**src/rtl/oai21_pkg.sv**
```systemverilog
// Shared definitions for the OAI21 X4 cell: reset level, default counter width
// and the single-lane logic function used by RTL and reference models alike.
package oai21_pkg;

  localparam logic        ZN_RST    = 1'b1;
  localparam int unsigned CNT_W_DEF = 16;

  function automatic logic oai21_f(input logic a, input logic b1, input logic b2);
    return ~(a & (b1 | b2));
  endfunction

endpackage

```
**src/rtl/oai21_x4_cell_lane_cnt.sv**
```systemverilog
// Single-lane saturating transition counter; clears on rst, holds at all-ones.
module oai21_lane_cnt
  import oai21_pkg::*;
#(
  parameter int unsigned CNT_W = CNT_W_DEF
) (
  input  logic             clk,
  input  logic             rst,
  input  logic             toggle,
  output logic [CNT_W-1:0] cnt
);

  always_ff @(posedge clk) begin
    if (rst) begin
      cnt <= '0;
    end else if (toggle && (cnt != '1)) begin
      cnt <= cnt + CNT_W'(1);
    end
  end

endmodule

```
**src/rtl/oai21_x4_cell.sv**
```systemverilog
// Bit-parallel OAI21 (ZN = ~(A & (B1 | B2))) with per-lane ZN activity counters.
// Define OAI21_X4_CELL_REG_EN to make ZN_q a registered copy of ZN.
module oai21_x4_cell
  import oai21_pkg::*;
#(
  parameter int unsigned WIDTH = 1,
  parameter int unsigned CNT_W = CNT_W_DEF
) (
  input  logic                   clk,
  input  logic                   rst,
  input  logic [WIDTH-1:0]       A,
  input  logic [WIDTH-1:0]       B1,
  input  logic [WIDTH-1:0]       B2,
  output logic [WIDTH-1:0]       ZN,
  output logic [WIDTH-1:0]       ZN_q,
  output logic [WIDTH*CNT_W-1:0] toggle_cnt
);

  logic [WIDTH-1:0] zn_prev;

  for (genvar g = 0; g < WIDTH; g++) begin : g_lane
    assign ZN[g] = oai21_f(A[g], B1[g], B2[g]);

    oai21_lane_cnt #(
      .CNT_W (CNT_W)
    ) u_cnt (
      .clk    (clk),
      .rst    (rst),
      .toggle (ZN[g] ^ zn_prev[g]),
      .cnt    (toggle_cnt[g*CNT_W +: CNT_W])
    );
  end

  // Reset level matches ZN for all-zero inputs, so an idle lane counts nothing.
  always_ff @(posedge clk) begin
    if (rst) begin
      zn_prev <= {WIDTH{ZN_RST}};
    end else begin
      zn_prev <= ZN;
    end
  end

`ifdef OAI21_X4_CELL_REG_EN
  always_ff @(posedge clk) begin
    if (rst) begin
      ZN_q <= {WIDTH{ZN_RST}};
    end else begin
      ZN_q <= ZN;
    end
  end
`else
  assign ZN_q = ZN;
`endif

endmodule

```
**config.mk**
```make
export PLATFORM = sky130hd
export DESIGN_NAME = oai21_x4_cell
export DESIGN_NICKNAME = d
export VERILOG_FILES = /design/src/rtl/oai21_pkg.sv /design/src/rtl/oai21_x4_cell_lane_cnt.sv /design/src/rtl/oai21_x4_cell.sv
export SDC_FILE = /design/constraint.sdc
export NUM_CORES = 1
export LEC_CHECK = 0
export CAP_MARGIN = 20
export CELL_PAD_IN_SITES_DETAIL_PLACEMENT = 1
export CELL_PAD_IN_SITES_GLOBAL_PLACEMENT = 1
export CORE_MARGIN = 3
export CORE_UTILIZATION = 25
export DETAILED_ROUTE_END_ITERATION = 7
export PLACE_DENSITY = 0.7
export REMOVE_ABC_BUFFERS = 1
export SLEW_MARGIN = 20
export SYNTH_ARGS = -nofsm -noshare
export SYNTH_HDL_FRONTEND = slang
export SYNTH_SLANG_ARGS = --single-unit
```
**constraint.sdc**
```tcl
create_clock -name clk -period 1.86 [get_ports clk]
set_input_delay 0.558 -clock clk [delete_from_list [all_inputs] [get_ports clk]]
set_output_delay 0.558 -clock clk [all_outputs]
set_load 0.05 [all_outputs]
```
* Word-level counts from Yosys, hierarchy flattened
Index checks and enable logic that the tools add are counted.
** Operators by class
- $add $sub $neg :: 1
- Equality and inequality tests :: 1
- Bitwise gates (word level) :: 4
- Reduce and logical (&&, ||, !) cells :: 1
** Operators with widths (number)
- adder 16 x 1 -> 16 bit (second input constant) :: 1
- inequality test 16 bit (second input constant) :: 1
- AND 1 bit :: 1
- logical AND 1 bit :: 1
- inverter 1 bit :: 1
- OR 1 bit :: 1
- bitwise XOR 1 bit :: 1
** Storage, ports and cells
- Flip-flop bits (word level) :: 17
- Bits of input ports :: 5
- Output and inout port bits :: 18
- Word-level logic and storage cells :: 9

* Logic depth before layout (Yosys ltp)
Gate-level depths: netlist of the first run.
- Depth in word-level cells :: 5
- Mapped depth :: 7
- Depth with buffers taken out :: 6

* By module
From an unflattened synthesis of the first run, not the netlist that was laid out.
** Unflattened totals
- Cells, all modules :: 104
- Area total of the unflattened synthesis :: 899.6 um^2
** By module, submodules not included
- oai21_lane_cnt :: times used 1, cells an instance 99, area each 848.3 um^2, seq. area each 320.3 um^2
- oai21_x4_cell :: times used 1, cells an instance 5, area each 51.3 um^2, seq. area each 20.0 um^2

* Least setup slack after synthesis of the first run
Ideal clock, no wire load.
- Path kind :: in2reg
- From :: input port B2
- To :: register g_lane[0].u_cnt.cnt[9]
- Setup time :: 128 ps
- Arrival time :: 2429 ps
- Required time :: 1732 ps
- Setup slack :: -697 ps
- Cell stages on the path :: 6
- Path buffers :: 1
- Path through :: o21ai_1 xnor2_1 buf_2 nor4_1 xnor2_1 nor2_1
** On the way
- Word-level cells in the longest chain between the ends :: 5
** RTL lines
- start, declared :: line oai21_x4_cell.sv:13 : input logic [WIDTH-1:0] B2,
- OR 1 bit :: line oai21_pkg.sv:9 : return ~(a & (b1 | b2));
- AND 1 bit :: line oai21_pkg.sv:9
- inverter 1 bit :: line oai21_pkg.sv:9
- bitwise XOR 1 bit :: line oai21_x4_cell.sv:29 : .toggle (ZN[g] ^ zn_prev[g]),
- logical AND 1 bit :: line oai21_x4_cell_lane_cnt.sv:16 : end else if (toggle && (cnt != '1)) begin
- end signal, assigned :: line oai21_x4_cell_lane_cnt.sv:17 : cnt <= cnt + CNT_W'(1);
- end, declared :: line oai21_x4_cell_lane_cnt.sv:10 : output logic [CNT_W-1:0] cnt
Every way passes these cells.
A chain may end at the register's enable or synchronous reset.

* Final worst setup path of the first run
- From :: input port B1
- To :: output port ZN
** On the way
- Word-level cells in the longest chain between the ends :: 3
** RTL lines
- start, declared :: line oai21_x4_cell.sv:12 : input logic [WIDTH-1:0] B1,
- OR 1 bit :: line oai21_pkg.sv:9
- AND 1 bit :: line oai21_pkg.sv:9
- inverter 1 bit :: line oai21_pkg.sv:9
- end, declared :: line oai21_x4_cell.sv:14 : output logic [WIDTH-1:0] ZN,
Every way passes these cells.

==> run metrics, run 1 <==
initial antenna violation count=0; Finished Layout Cells=191; number of vias in the routed layout=929; highest achievable clock rate=0.5475 GHz; routed len/inst=14.69 µm; fraction of power spent switching nets=29.43%; mean cell area of the mapped netlist=8.597 µm²; area of placed instances=1451 µm²; vias in the first global route=963; global placer's final weighted congestion=0.8068; dominant register cell in the synthesized netlist=sky130_fd_sc_hd__dfxtp_1; antenna diode instance count=0; area fraction of the dominant cell type after synthesis=39.19%; switching power total=0.2231 mW; setup repair after global routing missed its margin=true; cell area after synthesis=868.3 µm²; internal power of the cells=0.5349 mW; combinational family with the most area after synthesis=simple AND/OR/NAND/NOR gates; fraction of the mapped netlist area in simple logic gates=29.25%; max incr delay on CP=0.24 ns; CP arrival=1.27 ns; Post-synth EDFFs=0; sequential share of power=49.7%; number of placed instances with taps included=185; static leakage=0.5906 nW; Starting DRT DRC Count=31; shortest period the worst path allows=1.827 ns; Syn Inst Count=101; total wire length after detailed routing=2806 µm; result of the run=finished, final reports clean; pin count of the biggest net entering global routing=13; area share of fa/ha/maj cells after synthesis=1.441%; proportion of synthesized flip-flops having asynchronous set or reset=0%; top cells by area, synth=sky130_fd_sc_hd__dfxtp_1 39%, sky130_fd_sc_hd__xnor2_1 12%, sky130_fd_sc_hd__nor2_1 6.1%; Layout Area Growth over Synthesis=76.23%; delay-heaviest family, CP=buffers and inverters; fin area=1530 µm²; CTS sink count=17; Power Total=0.7580 mW; drt first pass iters=4; number of buffers inserted by port buffering=22; most instantiated cells after synthesis=17 x sky130_fd_sc_hd__dfxtp_1, 14 x sky130_fd_sc_hd__nor2_1, 12 x sky130_fd_sc_hd__xnor2_1; Die H=64.94 µm; detailed placer's ending HPWL=2122 µm; required time worst endpoint=1.30 ns; Critical Path Source Type=primary input; CTS tree=done; Worst-path clk slew=0.11 ns; worst min-delay path category=reg2reg; average via count per standard cell=4.864; min setup slack post-route=0.03347 ns; largest fanout on the critical path=4; Die Area=4217 µm²; WHS=0.5611 ns; core box area=3178 µm²; global-route wire length before repair=4657 µm; H-tree level count=1; Antenna Nets Post-Route=0; gr ovfl total=0; share of power burned in combinational logic=23.1%; max_cap viols=0; fin. max-slew vios=0; post-synthesis cell type with the largest combined area=sky130_fd_sc_hd__dfxtp_1; CTS buffer count=3; synthesized-area fraction occupied by ao, oa, aoi and oai cells=9.942%; total DRC errors in the routed layout=0; power per unit of standard cell area=495.4 nW/µm²; Place WS=-0.3659 ns; post-synthesis sequential area ratio=39.19%; portion of netlist area occupied by mux cells=3.458%; total of flip-flops plus latches after synthesis=17; fraction of the core area covered by cells at the end of the flow=48.15%; fill cell instance count of the final layout=379; number of primary I/O pins=23; max-slew headroom at the worst pin=72.00%; relative contribution of the clock network to total power=27.2%; root buffer cell=sky130_fd_sc_hd__clkbuf_4; cells along the critical path=dlygate4sd2_1, o21ai_2, buf_6, buf_12; Setup Skew=0.01136 ns; Crit Path Class=in2out; worst vdd ir=0.3390 mV; Placement Rows=20; ratio of final minimum period to clock period=98.20%; final hold violations=0; final setup violation count=0; slowest library cell on the worst path=sky130_fd_sc_hd__dlygate4sd2_1; Slew @ Worst Pin=0.4190 ns; ratio of cells with drive above 1 in the final layout=39.46%; Die Span X=64.94 µm; latest clock arrival within the worst-skew pair=0.30 ns; number of library cell types mapped by synthesis=30; starting density of the core=27.32%; Critical Path Sink Type=output port; Longest Clk Path Bufs=2; warning count from the yosys run=0; final net count=154; count of buffering cells on the critical path with inverters included=3; xor-xnor portion of the synthesized cell area=13.11%; Global Route Usage Sum=14.19%; aggregate negative setup slack=0 ns; most used standard cell by instance count after synthesis=sky130_fd_sc_hd__dfxtp_1
[power by group through the flow]
stage          combinational, mW  sequential [mW]  clock [mW]
2_1_floorplan             0.0431            0.412           0
3_3_place_gp               0.163            0.384           0
3_5_place_dp               0.166            0.385           0
4_1_cts                    0.172            0.377       0.219
5_1_grt                    0.186            0.378       0.230
6_report                   0.175            0.377       0.206
[sequential cells by signal (all words and copies together) (netlist names)]
name / count
zn_prev: 1
g_lane.u_cnt.cnt: 16
[cell families after synthesis]
| family | after synthesis |
|---|---|
| AO/OA/AOI/OAI | 12 |
| XOR/XNOR | 13 |
| adder cells (fa/ha/maj) | 1 |
| buffers and inverters | 7 |
| flip-flops | 17 |
| multiplexers | 3 |
| AND/OR/NAND/NOR | 48 |
[worst register-to-register path, stage by stage (launching register included)]
cell                        delay, ns
sky130_fd_sc_hd__dfxtp_1         0.38
sky130_fd_sc_hd__nand4_2         0.16
sky130_fd_sc_hd__or4_1           0.55
sky130_fd_sc_hd__a2111oi_4       0.38
sky130_fd_sc_hd__xnor2_1         0.16
sky130_fd_sc_hd__nor2_1          0.05
[cell usage in the layout, fill, tap and decap left out, drive strengths merged]
master / count
a2111oi: 2
a211oi: 4
a21oi: 3
and3: 4
and4b: 1
buf: 44
clkbuf: 3
clkdlybuf4s50: 1
clkinv: 1
dfxtp: 17
dlygate4sd2: 3
ha: 1
inv: 1
mux2i: 3
nand2: 6
nand3: 7
nand4: 3
nor2: 14
nor3: 2
nor4: 4
nor4b: 1
o21ai: 2
o31ai: 1
or2: 2
or3: 3
or4: 1
xnor2: 12
xor2: 1
[final cells by class]
cell class                      instances  area (µm²)  share of cell area, %
Tap cell                               44       55.05                  3.598
Timing Repair Buffer                   48       570.5                  37.29
Clock inverter                          1       5.005                 0.3271
Multi-Input combinational cell         77       533.0                  34.83
Inverter                                1       3.754                 0.2453
Sequential cell                        17       340.3                  22.24
Clock buffer                            3       22.52                  1.472
[worst paths after layout]
kind	slack, ns	cells past startpoint	endpoint	startpoint
worst max register to register	0.08	5	g_lane[0].u_cnt.cnt[14]	g_lane[0].u_cnt.cnt[10]
worst min-delay path	0.56	2	g_lane[0].u_cnt.cnt[12]	g_lane[0].u_cnt.cnt[12]
worst min register to register	0.56	2	g_lane[0].u_cnt.cnt[12]	g_lane[0].u_cnt.cnt[12]
worst max-delay path	0.03	4	ZN	B1
[routing by layer]
layer	GRT usage, %	vias to the layer above	wire, µm
met5	0	-	0
met4	3.166	0	27
met3	3.813	2	122
met2	24.65	19	1406
met1	17.35	459	1250
li1	-	449	-
[repair_timing]
item | 4_1_cts | 5_1_grt
gates resized for setup | 6 | 5
hold buffers | 0 | 0
buffers inserted | 2 | 0
endpoints found under the setup margin | 7 | 5
pin swaps | 1 | 0
hold endpoints to repair | 0 | 0
Note: power is estimated with default switching activity, not from simulation.
==> run 2: changes to the inputs <==
Settings changed: CORE_MARGIN 3 to unset.
==> run 2 against run 1 <==
Die area is 12% lower. Sequential power hardly changed. Clock skew is 0.0027 ns lower. Maximum frequency is 1.4% lower. Wire length is 0.82% higher. Global-route usage is 1.3 points higher. Non-clock buffer count is 1 lower. First-iteration DRC count is 58% lower. Critical path depth is 3 higher. Critical endpoint is now g_lane[0].u_cnt.cnt[2]. Total power is 0.49% lower. Highest routed layer unchanged. Utilization is 1.7 points lower.
==> run metrics, run 2 (synthesis gave the netlist of run 1 again) <==
result of the run=finished, final reports clean; ratio of final minimum period to clock period=99.56% (+1.4 points); Critical Path Sink Type=flip-flop; Placement Rows=21 (+5.0%); final hold violations=0 (unchanged); Layout Area Growth over Synthesis=78.53%; registers with the most flip-flops=g_lane.u_cnt.cnt x16, zn_prev x1; Worst-path clk slew=0.10 ns (about the same); final setup violation count=0 (unchanged); latest clock arrival within the worst-skew pair=0.29 ns (about the same); Die Area=3713 µm² (-12%); Longest Clk Path Bufs=2 (unchanged); delay-heaviest family, CP=simple AND/OR/NAND/NOR gates; gr ovfl total=0 (unchanged); static leakage=0.5921 nW (+0.26%); total DRC errors in the routed layout=0 (unchanged); Setup Skew=0.008679 ns (-0.002682 ns); final net count=153 (-0.65%); initial antenna violation count=0 (unchanged); Slew @ Worst Pin=0.3436 ns (-0.07538 ns); antenna diode instance count=0 (unchanged); largest fanout on the critical path=5 (+1); average via count per standard cell=4.854 (-0.20%); register ranked first by flip-flop count=g_lane.u_cnt.cnt; pin count of the biggest net entering global routing=12 (-1); Worst path most repeated cell=sky130_fd_sc_hd__and3_1; register-to-register path setup slack=0.008 ns (-0.07 ns); depth of the most critical reg-to-reg path=7 (+2); launch point of the worst hold path=g_lane[0].u_cnt.cnt[13]; shortest period the worst path allows=1.852 ns (+0.02534 ns); hold path depth=2 (unchanged); root buffer cell=sky130_fd_sc_hd__clkbuf_4; number of primary I/O pins=23 (unchanged); commonest cells after routing, fill and taps aside=24 x sky130_fd_sc_hd__buf_4, 18 x sky130_fd_sc_hd__buf_12, 17 x sky130_fd_sc_hd__dfxtp_1; worst vdd ir=0.2057 mV (-39%); highest achievable clock rate=0.5400 GHz (-1.4%); min setup slack post-route=0.008126 ns (-0.02534 ns); Starting DRT DRC Count=13 (-58%); endpoint of the worst register-to-register path=g_lane[0].u_cnt.cnt[2]; Place WS=-0.4520 ns (-0.08608 ns); cells along the critical path=ha_1, and3_1, and3_1, buf_4, a211oi_1, xnor2_1, nor2_1; required time worst endpoint=2.05 ns (+0.75 ns); CTS tree=done; detailed placer's ending HPWL=2119 µm (-0.15%); count of buffering cells on the critical path with inverters included=1 (-2); Antenna Nets Post-Route=0 (unchanged); starting density of the core=26.02% (-1.3 points); max incr delay on CP=0.33 ns (+0.09 ns); sink of the worst hold path=g_lane[0].u_cnt.cnt[13]; vias in the first global route=924 (-4.0%); max_cap viols=0 (unchanged); CTS buffer count=3 (unchanged); Crit Path Class=reg2reg; number of buffers inserted by port buffering=22 (unchanged); H-tree level count=1 (unchanged); total wire length after detailed routing=2829 µm (+0.82%); fin. max-slew vios=0 (unchanged); power per unit of standard cell area=486.6 nW/µm² (-1.8%); drt first pass iters=4 (unchanged); Power Total=0.7543 mW (-0.49%); ratio of cells with drive above 1 in the final layout=39.04% (-0.41 points); fraction of the core area covered by cells at the end of the flow=46.46% (-1.7 points); aggregate negative setup slack=0 ns (unchanged); Die Span X=60.94 µm (-6.2%); core box area=3337 µm² (+5.0%); max-slew headroom at the worst pin=77.05% (+5.1 points); Largest register FFs=16 (unchanged); global-route wire length before repair=4209 µm (-9.6%); number of vias in the routed layout=932 (+0.32%); Die H=60.94 µm (-6.2%); global placer's final weighted congestion=0.8011 (-0.71%); CTS sink count=17 (unchanged); worst flop-to-flop path startpoint=g_lane[0].u_cnt.cnt[0]; CP arrival=2.04 ns (+0.77 ns); worst min-delay path category=reg2reg; Global Route Usage Sum=15.52% (+1.3 points); routed len/inst=14.73 µm (+0.29%); slowest library cell on the worst path=sky130_fd_sc_hd__dfxtp_1; commonest non-fill, non-tap cell in the layout=sky130_fd_sc_hd__buf_4; Critical Path Source Type=flip-flop
[run 2: changes by cell type in the layout (fill, tap and decap cells not counted), sizes merged]
| cell | before | now |
|---|---|---|
| buf | 44 | 43 |
| clkinv | 1 | 0 |
| clkbuf | 3 | 4 |
[run 2: worst max path at each step]
stage | slack (ns) | endpoint | cells after the start | from
final | 0.008 | g_lane[0].u_cnt.cnt[2] | 7 | g_lane[0].u_cnt.cnt[0]
after global routing | -0.08 | g_lane[0].u_cnt.cnt[2] | 7 | g_lane[0].u_cnt.cnt[0]
after global placement | -0.28 | g_lane[0].u_cnt.cnt[14] | 7 | B2
after detailed placement | -0.45 | g_lane[0].u_cnt.cnt[5] | 7 | B2
after CTS | 0.02 | ZN | 4 | B1
after floorplan | -1.63 | g_lane[0].u_cnt.cnt[5] | 5 | B2
[run 2: stage by stage]
stage               cell area (µm²)  instances  hold WS (ns)
floorplan                     840.8         95        0.6271
global placement               1471        186        0.5361
detailed placement             1471        186        0.5393
CTS                            1510        191        0.5677
global route                   1550        192        0.6199
finish                         1550        192        0.5656
[run 2: cell type report]
cell class	instances	area, µm²
Inverter	1	3.754
Tap cell	46	57.56
Sequential cell	17	340.3
Fill cell	394	1787
Multi-Input combinational cell	77	534.3
Timing Repair Buffer	47	588.1
Clock buffer	4	26.28
[run 2: power breakdown]
group	internal, mW	switching (mW)
registers	0.372	0.00524
clock network	0.0834	0.119
logic	0.0819	0.0929
total	0.537	0.217
[run 2: worst min-delay path: cells and delay by family, from the launching register on]
family	cells	cell delay, ns
flip-flops	1	0.38
XOR/XNOR	1	0.09
AND/OR/NAND/NOR	1	0.07
[run 2: metal layers]
metal	up-vias	global-route usage (%)	wire length (µm)
met5	-	0	0
met4	0	7.468	66
met3	6	3.198	109
met2	23	27.47	1484
met1	452	17.76	1167
li1	451	-	-
[run 2: timing repair]
action                     4_1_cts  5_1_grt
gates resized for setup          6        6
hold buffers                     0        0
setup endpoints to repair       13        7
setup buffers                    1        1
pin swaps                        1        1
